**config.mk**
```make
export PLATFORM = sky130hd
export DESIGN_NAME = cheshire_progress_wdt
export DESIGN_NICKNAME = d
export VERILOG_FILES = /design/src/rtl/cheshire_wdt_pkg.sv /design/src/rtl/cheshire_wdt_cnt.sv /design/src/rtl/cheshire_progress_wdt.sv
export SDC_FILE = /design/constraint.sdc
export NUM_CORES = 1
export LEC_CHECK = 0
export ABC_AREA = 1
export BUFFER_PORTS_ARGS = -buffer_cell sky130_fd_sc_hd__buf_2
export CAP_MARGIN = 30
export CORE_MARGIN = 2
export CORE_UTILIZATION = 53
export CTS_BUF_LIST = sky130_fd_sc_hd__clkbuf_4
export DETAILED_ROUTE_END_ITERATION = 8
export MAX_ROUTING_LAYER = met4
export PLACE_DENSITY = 0.91
export SYNTH_ARGS = -nofsm -noshare
export SYNTH_HDL_FRONTEND = slang
export SYNTH_SLANG_ARGS = --single-unit
```
**constraint.sdc**
```tcl
create_clock -name clk_i -period 2.6 [get_ports clk_i]
set_clock_uncertainty 0.1 [all_clocks]
set_input_delay 0 -clock clk_i [delete_from_list [all_inputs] [get_ports clk_i]]
set_output_delay 0 -clock clk_i [all_outputs]
set_load 0.1 [all_outputs]
```
**src/rtl/cheshire_wdt_pkg.sv**
```systemverilog
// Shared state encoding and scratch-register layout for the Cheshire
// commit-progress watchdog and its counters.
package cheshire_wdt_pkg;

    typedef enum logic [2:0] {
        IDLE       = 3'd0,
        WAIT_FIRST = 3'd1,
        COUNT      = 3'd2,
        GRACE      = 3'd3,
        STOPPED    = 3'd4,
        DONE       = 3'd5
    } wdt_state_e;

    localparam int unsigned ExitCodeWidth  = 31;
    localparam int unsigned ScratchDoneBit = 0;
    localparam int unsigned ScratchCodeLsb = 1;
    localparam int unsigned ScratchCodeMsb = ScratchCodeLsb + ExitCodeWidth - 1;

    function automatic logic [ExitCodeWidth-1:0] scratch_exit_code(input logic [31:0] scratch);
        return scratch[ScratchCodeMsb:ScratchCodeLsb];
    endfunction

endpackage

```
**src/rtl/cheshire_wdt_cnt.sv**
```systemverilog
// Clear/load/up/down counter. Counting up sticks at all-ones and counting
// down sticks at zero, so neither direction can wrap.
module cheshire_wdt_cnt #(
    parameter int unsigned Width = 32
) (
    input  logic             clk_i,
    input  logic             rst_ni,
    input  logic             clr_i,
    input  logic             load_i,
    input  logic [Width-1:0] load_val_i,
    input  logic             up_i,
    input  logic             down_i,
    output logic [Width-1:0] cnt_o
);

    logic [Width-1:0] cnt_d, cnt_q;

    // Priority: clear, then load, then up, then down.
    always_comb begin
        cnt_d = cnt_q;
        if (clr_i) begin
            cnt_d = '0;
        end else if (load_i) begin
            cnt_d = load_val_i;
        end else if (up_i) begin
            if (cnt_q != '1) cnt_d = cnt_q + Width'(1);
        end else if (down_i) begin
            if (cnt_q != '0) cnt_d = cnt_q - Width'(1);
        end
    end

    // NOTE: sequential state uses non-blocking assignments so every flop samples pre-edge values.
    always_ff @(posedge clk_i or negedge rst_ni) begin
        if (!rst_ni) cnt_q <= '0;
        else         cnt_q <= cnt_d;
    end

    assign cnt_o = cnt_q;

endmodule

```
**src/rtl/cheshire_progress_wdt.sv**
```systemverilog
// Commit-progress watchdog and EOC sequencer for hart 0: trips when the
// committed PC stalls, then counts down a grace period to a stop request.
module cheshire_progress_wdt
    import cheshire_wdt_pkg::*;
#(
    parameter int unsigned PcWidth  = 64,
    parameter int unsigned CntWidth = 32
) (
    input  logic                     clk_i,
    input  logic                     rst_ni,
    input  logic                     cfg_en_i,
    input  logic [CntWidth-1:0]      cfg_limit_i,
    input  logic [CntWidth-1:0]      cfg_grace_i,
    input  logic                     commit_valid_i,
    input  logic [PcWidth-1:0]       commit_pc_i,
    input  logic [31:0]              scratch_q_i,
    input  logic                     kick_i,
    output logic                     hang_o,
    output logic [PcWidth-1:0]       hang_pc_o,
    output logic                     stop_req_o,
    output logic                     eoc_o,
    output logic [ExitCodeWidth-1:0] exit_code_o,
    output logic [2:0]               state_o
);

    wdt_state_e               state_d, state_q;
    logic [CntWidth-1:0]      limit_d, limit_q;
    logic [CntWidth-1:0]      grace_d, grace_q;
    logic [PcWidth-1:0]       last_pc_d, last_pc_q;
    logic [PcWidth-1:0]       hang_pc_d, hang_pc_q;
    logic [ExitCodeWidth-1:0] exit_code_d, exit_code_q;
    logic                     hang_d, hang_q;
    logic                     stop_d, stop_q;
    logic                     eoc_d, eoc_q;

    logic                stall_clr, stall_up;
    logic                grace_clr, grace_load, grace_down;
    logic [CntWidth-1:0] stall_cnt, grace_cnt, stall_next;
    logic                pc_advance, progress, eoc_seen;

    assign pc_advance = commit_valid_i && (commit_pc_i != last_pc_q);
    assign progress   = pc_advance || kick_i;
    assign eoc_seen   = scratch_q_i[ScratchDoneBit];
    // Trip on the value the stall counter is about to take, so the flag lands
    // exactly limit non-progress cycles after the last progress edge.
    assign stall_next = (stall_cnt == '1) ? stall_cnt : stall_cnt + CntWidth'(1);

    // NOTE: every signal driven here gets a default first, so no path can infer a latch.
    always_comb begin
        state_d     = state_q;
        limit_d     = limit_q;
        grace_d     = grace_q;
        last_pc_d   = last_pc_q;
        hang_pc_d   = hang_pc_q;
        exit_code_d = exit_code_q;
        hang_d      = hang_q;
        stop_d      = stop_q;
        eoc_d       = eoc_q;
        stall_clr   = 1'b0;
        stall_up    = 1'b0;
        grace_clr   = 1'b0;
        grace_load  = 1'b0;
        grace_down  = 1'b0;

        if (!cfg_en_i) begin
            state_d     = IDLE;
            limit_d     = '0;
            grace_d     = '0;
            last_pc_d   = '0;
            hang_pc_d   = '0;
            exit_code_d = '0;
            hang_d      = 1'b0;
            stop_d      = 1'b0;
            eoc_d       = 1'b0;
            stall_clr   = 1'b1;
            grace_clr   = 1'b1;
        end else if (state_q != IDLE && state_q != DONE && eoc_seen) begin
            // EOC outranks trip and grace expiry; hang/stop flags are kept.
            state_d     = DONE;
            eoc_d       = 1'b1;
            exit_code_d = scratch_exit_code(scratch_q_i);
        end else begin
            unique case (state_q)
                IDLE: begin
                    limit_d   = cfg_limit_i;
                    grace_d   = cfg_grace_i;
                    stall_clr = 1'b1;
                    state_d   = WAIT_FIRST;
                end
                WAIT_FIRST: begin
                    if (commit_valid_i) begin
                        last_pc_d = commit_pc_i;
                        stall_clr = 1'b1;
                        state_d   = COUNT;
                    end
                end
                COUNT: begin
                    if (progress) begin
                        stall_clr = 1'b1;
                        if (pc_advance) last_pc_d = commit_pc_i;
                    end else begin
                        stall_up = 1'b1;
                        if (limit_q != '0 && stall_next == limit_q) begin
                            hang_d     = 1'b1;
                            hang_pc_d  = last_pc_q;
                            grace_load = 1'b1;
                            state_d    = GRACE;
                        end
                    end
                end
                GRACE: begin
                    if (grace_cnt == '0) begin
                        stop_d  = 1'b1;
                        state_d = STOPPED;
                    end else begin
                        grace_down = 1'b1;
                    end
                end
                STOPPED, DONE: ;
                default: state_d = IDLE;
            endcase
        end
    end

    cheshire_wdt_cnt #(.Width(CntWidth)) i_stall_cnt (
        .clk_i      (clk_i),
        .rst_ni     (rst_ni),
        .clr_i      (stall_clr),
        .load_i     (1'b0),
        .load_val_i ('0),
        .up_i       (stall_up),
        .down_i     (1'b0),
        .cnt_o      (stall_cnt)
    );

    cheshire_wdt_cnt #(.Width(CntWidth)) i_grace_cnt (
        .clk_i      (clk_i),
        .rst_ni     (rst_ni),
        .clr_i      (grace_clr),
        .load_i     (grace_load),
        .load_val_i (grace_q),
        .up_i       (1'b0),
        .down_i     (grace_down),
        .cnt_o      (grace_cnt)
    );

    always_ff @(posedge clk_i or negedge rst_ni) begin
        if (!rst_ni) begin
            state_q     <= IDLE;
            limit_q     <= '0;
            grace_q     <= '0;
            last_pc_q   <= '0;
            hang_pc_q   <= '0;
            exit_code_q <= '0;
            hang_q      <= 1'b0;
            stop_q      <= 1'b0;
            eoc_q       <= 1'b0;
        end else begin
            state_q     <= state_d;
            limit_q     <= limit_d;
            grace_q     <= grace_d;
            last_pc_q   <= last_pc_d;
            hang_pc_q   <= hang_pc_d;
            exit_code_q <= exit_code_d;
            hang_q      <= hang_d;
            stop_q      <= stop_d;
            eoc_q       <= eoc_d;
        end
    end

    assign hang_o      = hang_q;
    assign hang_pc_o   = hang_pc_q;
    assign stop_req_o  = stop_q;
    assign eoc_o       = eoc_q;
    assign exit_code_o = exit_code_q;
    assign state_o     = state_q;

endmodule

```
==> results.yml, run 1 <==
outcome:
  outcome: "aborted with a tool error"
  error: "[ERROR GRT-0232] Routing congestion too high. Check the congestion heatmap in the GUI."
  stop_stage: "5_1_grt"
synth:
  synth.avg_cell_area_um2: 7.863
  synth-simple-area-share_pct: 27.62
  synth-compound-area-share_pct: 9.797
  yosys-mux-area-fraction_pct: 0
  synth_xor_area_share_pct: 5.475
  syn-num-nets: 2100
  ys_types: 36
  yosys_warnings: 0
  synth_fa_ha_area_share_pct: 0.1646
  syn_inst: 1933
  synth-seq-cells: 293
  synth_top_family_by_area: "simple AND/OR/NAND/NOR gates"
  syn_area_um2: 15200
  yosysSeqAreaShare_pct: 48.24
global_route:
  grt_usage_pct: 94.96
  grt_max_degree: 87
  overflow: 1059
place:
  port_buffers: 265
  post-dp-hpwl_mm: 32.06
  gp_congestion: 0.9772
  dp_worst_setup_slack_ns: -0.5525
clock_network:
  htree_levels: 3
  clock_sinks: 293
  root_buffer: "clkbuf_4"
  cts_made_buffers: 77
  clock_path_buffers: 3
floorplanning:
  start_util_pct: 54.26
  std_cell_rows: 61
  ios: 266
  die_h_um: 173.3
  die_w_um: 173.3
[layer usage]
metal	GRT overflow	track usage, %
met5	-	-
met3	69	84.63
met1	58	89.08
met4	275	98.94
met2	657	107.7
[through the flow]
stage	cells	area (um^2)	hold slack, ns
after detailed placement	2635	17970	-0.03103
after floorplan	1933	15250	-0.3956
after CTS	3194	23760	0.0006459
after global placement	2635	17970	-0.03559
[cell families after synthesis]
group,count (synthesis)
DFF,293
AOI/OAI and AO/OA,269
xor gates and xnor gates,95
buffers and inverters,323
adders and majority gates,2
and+or+nand+nor,951
[synthesized netlist by cell type (all sizes together)]
| master | number | area [um^2] |
|---|---|---|
| a22o | 31 | 271.5 |
| inv | 228 | 855.8 |
| a21oi | 9 | 56.31 |
| ha | 2 | 25.02 |
| xor2 | 41 | 359.1 |
| nand3 | 231 | 1184 |
| nand4 | 63 | 394.1 |
| or2 | 5 | 31.28 |
| clkbuf | 59 | 221.5 |
| nor4 | 5 | 31.28 |
| o21ai | 221 | 1106 |
| nor3 | 18 | 90.09 |
| nor3b | 1 | 7.510 |
| a22oi | 1 | 7.510 |
| o21bai | 3 | 22.52 |
| and3 | 1 | 6.260 |
| nand2 | 498 | 1882 |
| xnor2 | 54 | 473.0 |
| dfrtp | 293 | 7332 |
| nand3b | 6 | 45.04 |
| a31oi | 4 | 25.02 |
| nor2 | 123 | 526.8 |
| buf | 35 | 241.5 |
| clkinv | 1 | 3.750 |
[timing repair]
| item | in CTS |
|---|---|
| hold buffers | 381 |
| hold endpoints to repair | 510 |
| cloned | 14 |
| pin swaps | 23 |
| setup buffers | 26 |
| gates resized for setup | 97 |
| endpoints found under the setup margin | 196 |
==> run 2: changes to the inputs <==
--- a/config.mk
+++ b/config.mk
@@ -9,11 +9,9 @@
 export BUFFER_PORTS_ARGS = -buffer_cell sky130_fd_sc_hd__buf_2
 export CAP_MARGIN = 30
 export CORE_MARGIN = 2
-export CORE_UTILIZATION = 53
-export CTS_BUF_LIST = sky130_fd_sc_hd__clkbuf_4
+export CORE_UTILIZATION = 40
 export DETAILED_ROUTE_END_ITERATION = 8
-export MAX_ROUTING_LAYER = met4
-export PLACE_DENSITY = 0.91
+export PLACE_DENSITY_LB_ADDON = 0.15
 export SYNTH_ARGS = -nofsm -noshare
 export SYNTH_HDL_FRONTEND = slang
 export SYNTH_SLANG_ARGS = --single-unit
==> constraint.sdc (replaced) <==
create_clock -name clk_i -period 3.38 [get_ports clk_i]
set_clock_uncertainty 0.1 [all_clocks]
set_input_delay 0 -clock clk_i [delete_from_list [all_inputs] [get_ports clk_i]]
set_output_delay 0 -clock clk_i [all_outputs]
set_load 0.1 [all_outputs]
==> run 2 against run 1 <==
The flow now finishes without violations. Synthesized cell count unchanged. Area after synthesis unchanged.
==> results.yml, run 2 <==
setup_path:
  critical_path_arrival_ns: 3.49
  crit_chain: "ha_4, nand2_1, nor2_2, buf_4, nand2_1, nor2_4, nand3_1, nand2_1, nand2_1, nand2_1, nand2_1, inv_1, nand2_1, nor2_1, nand3_2, nor2_8, nand3_1, nand2_1, nand2_2, buf_12, nand2_1, o21ai_1"
  cp-start-kind: "register"
  slowest_stage: "dfrtp_2"
  path_common_cell: "nand2_1"
  critPathKind: "register to register"
  reg2reg_depth: 22
  critPathBufInv: 3
  cp_top_family: "simple AND/OR/NAND/NOR gates"
  worstPathRequired_ns: 3.71
  end_kind: "register"
  cp_max_fo: 65
  worst-path-stages: 22
  max_stage_delay_ns: 0.41
final_layout:
  finalCoreUtilization_pct: 53.46
  layout_commonest_cell: "nand2_1"
  nets: 2516
  fin_cells: 2887
  area_growth_pct: 32.19
  nFillCells: 3565
  most-common-layout-cells: "nand2_1, dfrtp_1, buf_2, inv_1, nand3_1"
  drive_above_1_share_pct: 17.16
worst_hold_path:
  hold_class: "primary input to register"
  hold_depth: 4
pwr:
  peakVddDrop_mv: 0.6940
  p_per_area_nw_per_um2: 732.5
  p_leak_uw: 0.01015
flow_run:
  cap_violations: 0
routing:
  drc: 0
  post_drt_via_cell_ratio: 5.032
  postRouteWirelength_mm: 47.68
  dr.first_iter.drc_count: 888
  ant_nets: 0
  vias: 14528
  firstDrtPassIters: 8
  routedWlPerCell_um: 16.52
sta:
  worst_pin_slew_ns: 0.9631
  slew_violations: 0
  period_share_pct: 93.50
  relSlewSlack_pct: 35.79
  post-route-min-period_ns: 3.160
  max_freq_mhz: 316.4
  finalHoldViolations: 0
  setup_viol: 0
clock_network:
  cts.clk_slew.worst_paths_ns: 0.06
  htree_levels: 2
  cts_made_buffers: 35
  clock_path_buffers: 3
  cts_tree: "done"
  root_buffer: "clkbuf_16"
  worstSkewPairLatency_ns: 0.56
  clock_sinks: 293
floorplanning:
  die-area_um2: 39570
  fp.coreArea_um2: 37580
  ios: 266
  die_h_um: 198.9
  start_util_pct: 40.45
  die_w_um: 198.9
  std_cell_rows: 71
synth:
  ys_types: 36
  yosysSeqAreaShare_pct: 48.24
  syn_inst: 1933
  syn_area_um2: 15200
  yosys_warnings: 0
  yosys.area.top_type_share_pct: 48.24
  synthTopCellsByCount: "nand2_1, dfrtp_1, nand3_1, inv_1, o21ai_0"
  synthTopCellsByArea: "dfrtp_1, nand2_1, nand3_1"
  synth_ff_type: "dfrtp_1"
  synth.avg_cell_area_um2: 7.863
  post-synth-top-count-cell: "nand2_1"
  synth-seq-cells: 293
  syn-num-nets: 2100
  synth_edf_count: 0
  ys_async_sr_fraction_pct: 100.0
  yosysTopAreaCell: "dfrtp_1"
place:
  port_buffers: 265
  gp_congestion: 0.9247
  post-dp-hpwl_mm: 31.57
  placed_cells: 2652
global_route:
  grt_max_degree: 129
  antenna_found_initial: 5
  grt_usage_pct: 24.40
  overflow: 0
  grt_pass1_wl_mm: 75.95
  grt_pass1_vias: 14301
outcome:
  outcome: "finished clean"
-- run 2: cell counts after synthesis --
No cell type changed its count.
-- run 2: through the flow --
step	TNS [ns]	setup WS, ns	power, uW	hold slack (ns)	instance area [um^2]
3_5_place_dp	0	0.02283	10690	-0.05854	17140
4_1_cts	0	0.0001159	14790	0.02136	19970
2_1_floorplan	0	0.4331	9199	-0.3956	15200
6_report	0	0.2199	14720	0.04867	20090
3_3_place_gp	0	0.09330	10600	-0.06182	17140
5_1_grt	-0.1982	-0.02629	15820	0.06206	20090
-- run 2: final cells by class --
class,instances,area [um^2],share of cell area (%)
clock inverters,12,171.4,0.8532
repair buffers,473,3456,17.20
inverters,229,859.6,4.279
clock buffers,48,984.7,4.901
diodes,4,10.01,0.04982
multi-input cells,1317,6634,33.02
well taps,511,639.4,3.182
flip-flops and latches,293,7336,36.51
-- run 2: metal layers --
metal	GRT usage, %	routed length (um)	vias to the layer above
li1	-	-	7086
met1	32.10	20930	6922
met2	39.08	21970	418
met3	4.883	2869	100
met4	10.64	1903	2
met5	0	13	-
-- run 2: worst reg2reg max path, stage by stage, from the launching register on --
cell,delay (ns)
dfrtp_2,0.41
ha_4,0.16
nand2_1,0.06
nor2_2,0.12
buf_4,0.13
nand2_1,0.13
nor2_4,0.19
nand3_1,0.08
nand2_1,0.14
nand2_1,0.10
nand2_1,0.07
nand2_1,0.04
inv_1,0.05
nand2_1,0.08
nor2_1,0.17
nand3_2,0.14
nor2_8,0.18
nand3_1,0.09
nand2_1,0.09
nand2_2,0.07
buf_12,0.22
nand2_1,0.13
o21ai_1,0.07
-- run 2: worst paths after layout --
path | end | startpoint | slack [ns]
worst max-delay path | hang_pc_o[45] | i_stall_cnt.cnt_o[0] | 0.22
worst min-delay path | grace_q[31] | cfg_en_i | 0.05
worst max register to register | hang_pc_o[45] | i_stall_cnt.cnt_o[0] | 0.22
worst min register to register | grace_q[3] | grace_q[3] | 0.37
max in group asynchronous | grace_q[6] | rst_ni | 1.99
min in group asynchronous | last_pc_q[6] | rst_ni | 0.38
-- run 2: logic make-up after synthesis --
logic type      Yosys count  synth area share, %
xor+xnor                 95                5.475
compound gates          269                9.797
simple gates            951                27.62
buf+inv                 323                8.702
fa+ha+maj                 2               0.1646
flops                   293                48.24
-- run 2: where the power goes --
part / switching (uW) / internal, uW
combinational: 3950 / 1860
clock: 1560 / 2290
sequential: 650 / 4400
total: 6170 / 8550
-- run 2: what timing repair did --
item	4_1_cts	5_1_grt
setup endpoints to repair	0	100
hold buffers	165	0
setup buffers	0	6
gates resized for setup	0	18
endpoints found under the hold margin	346	0
Note: power is estimated with default switching activity, not from simulation.
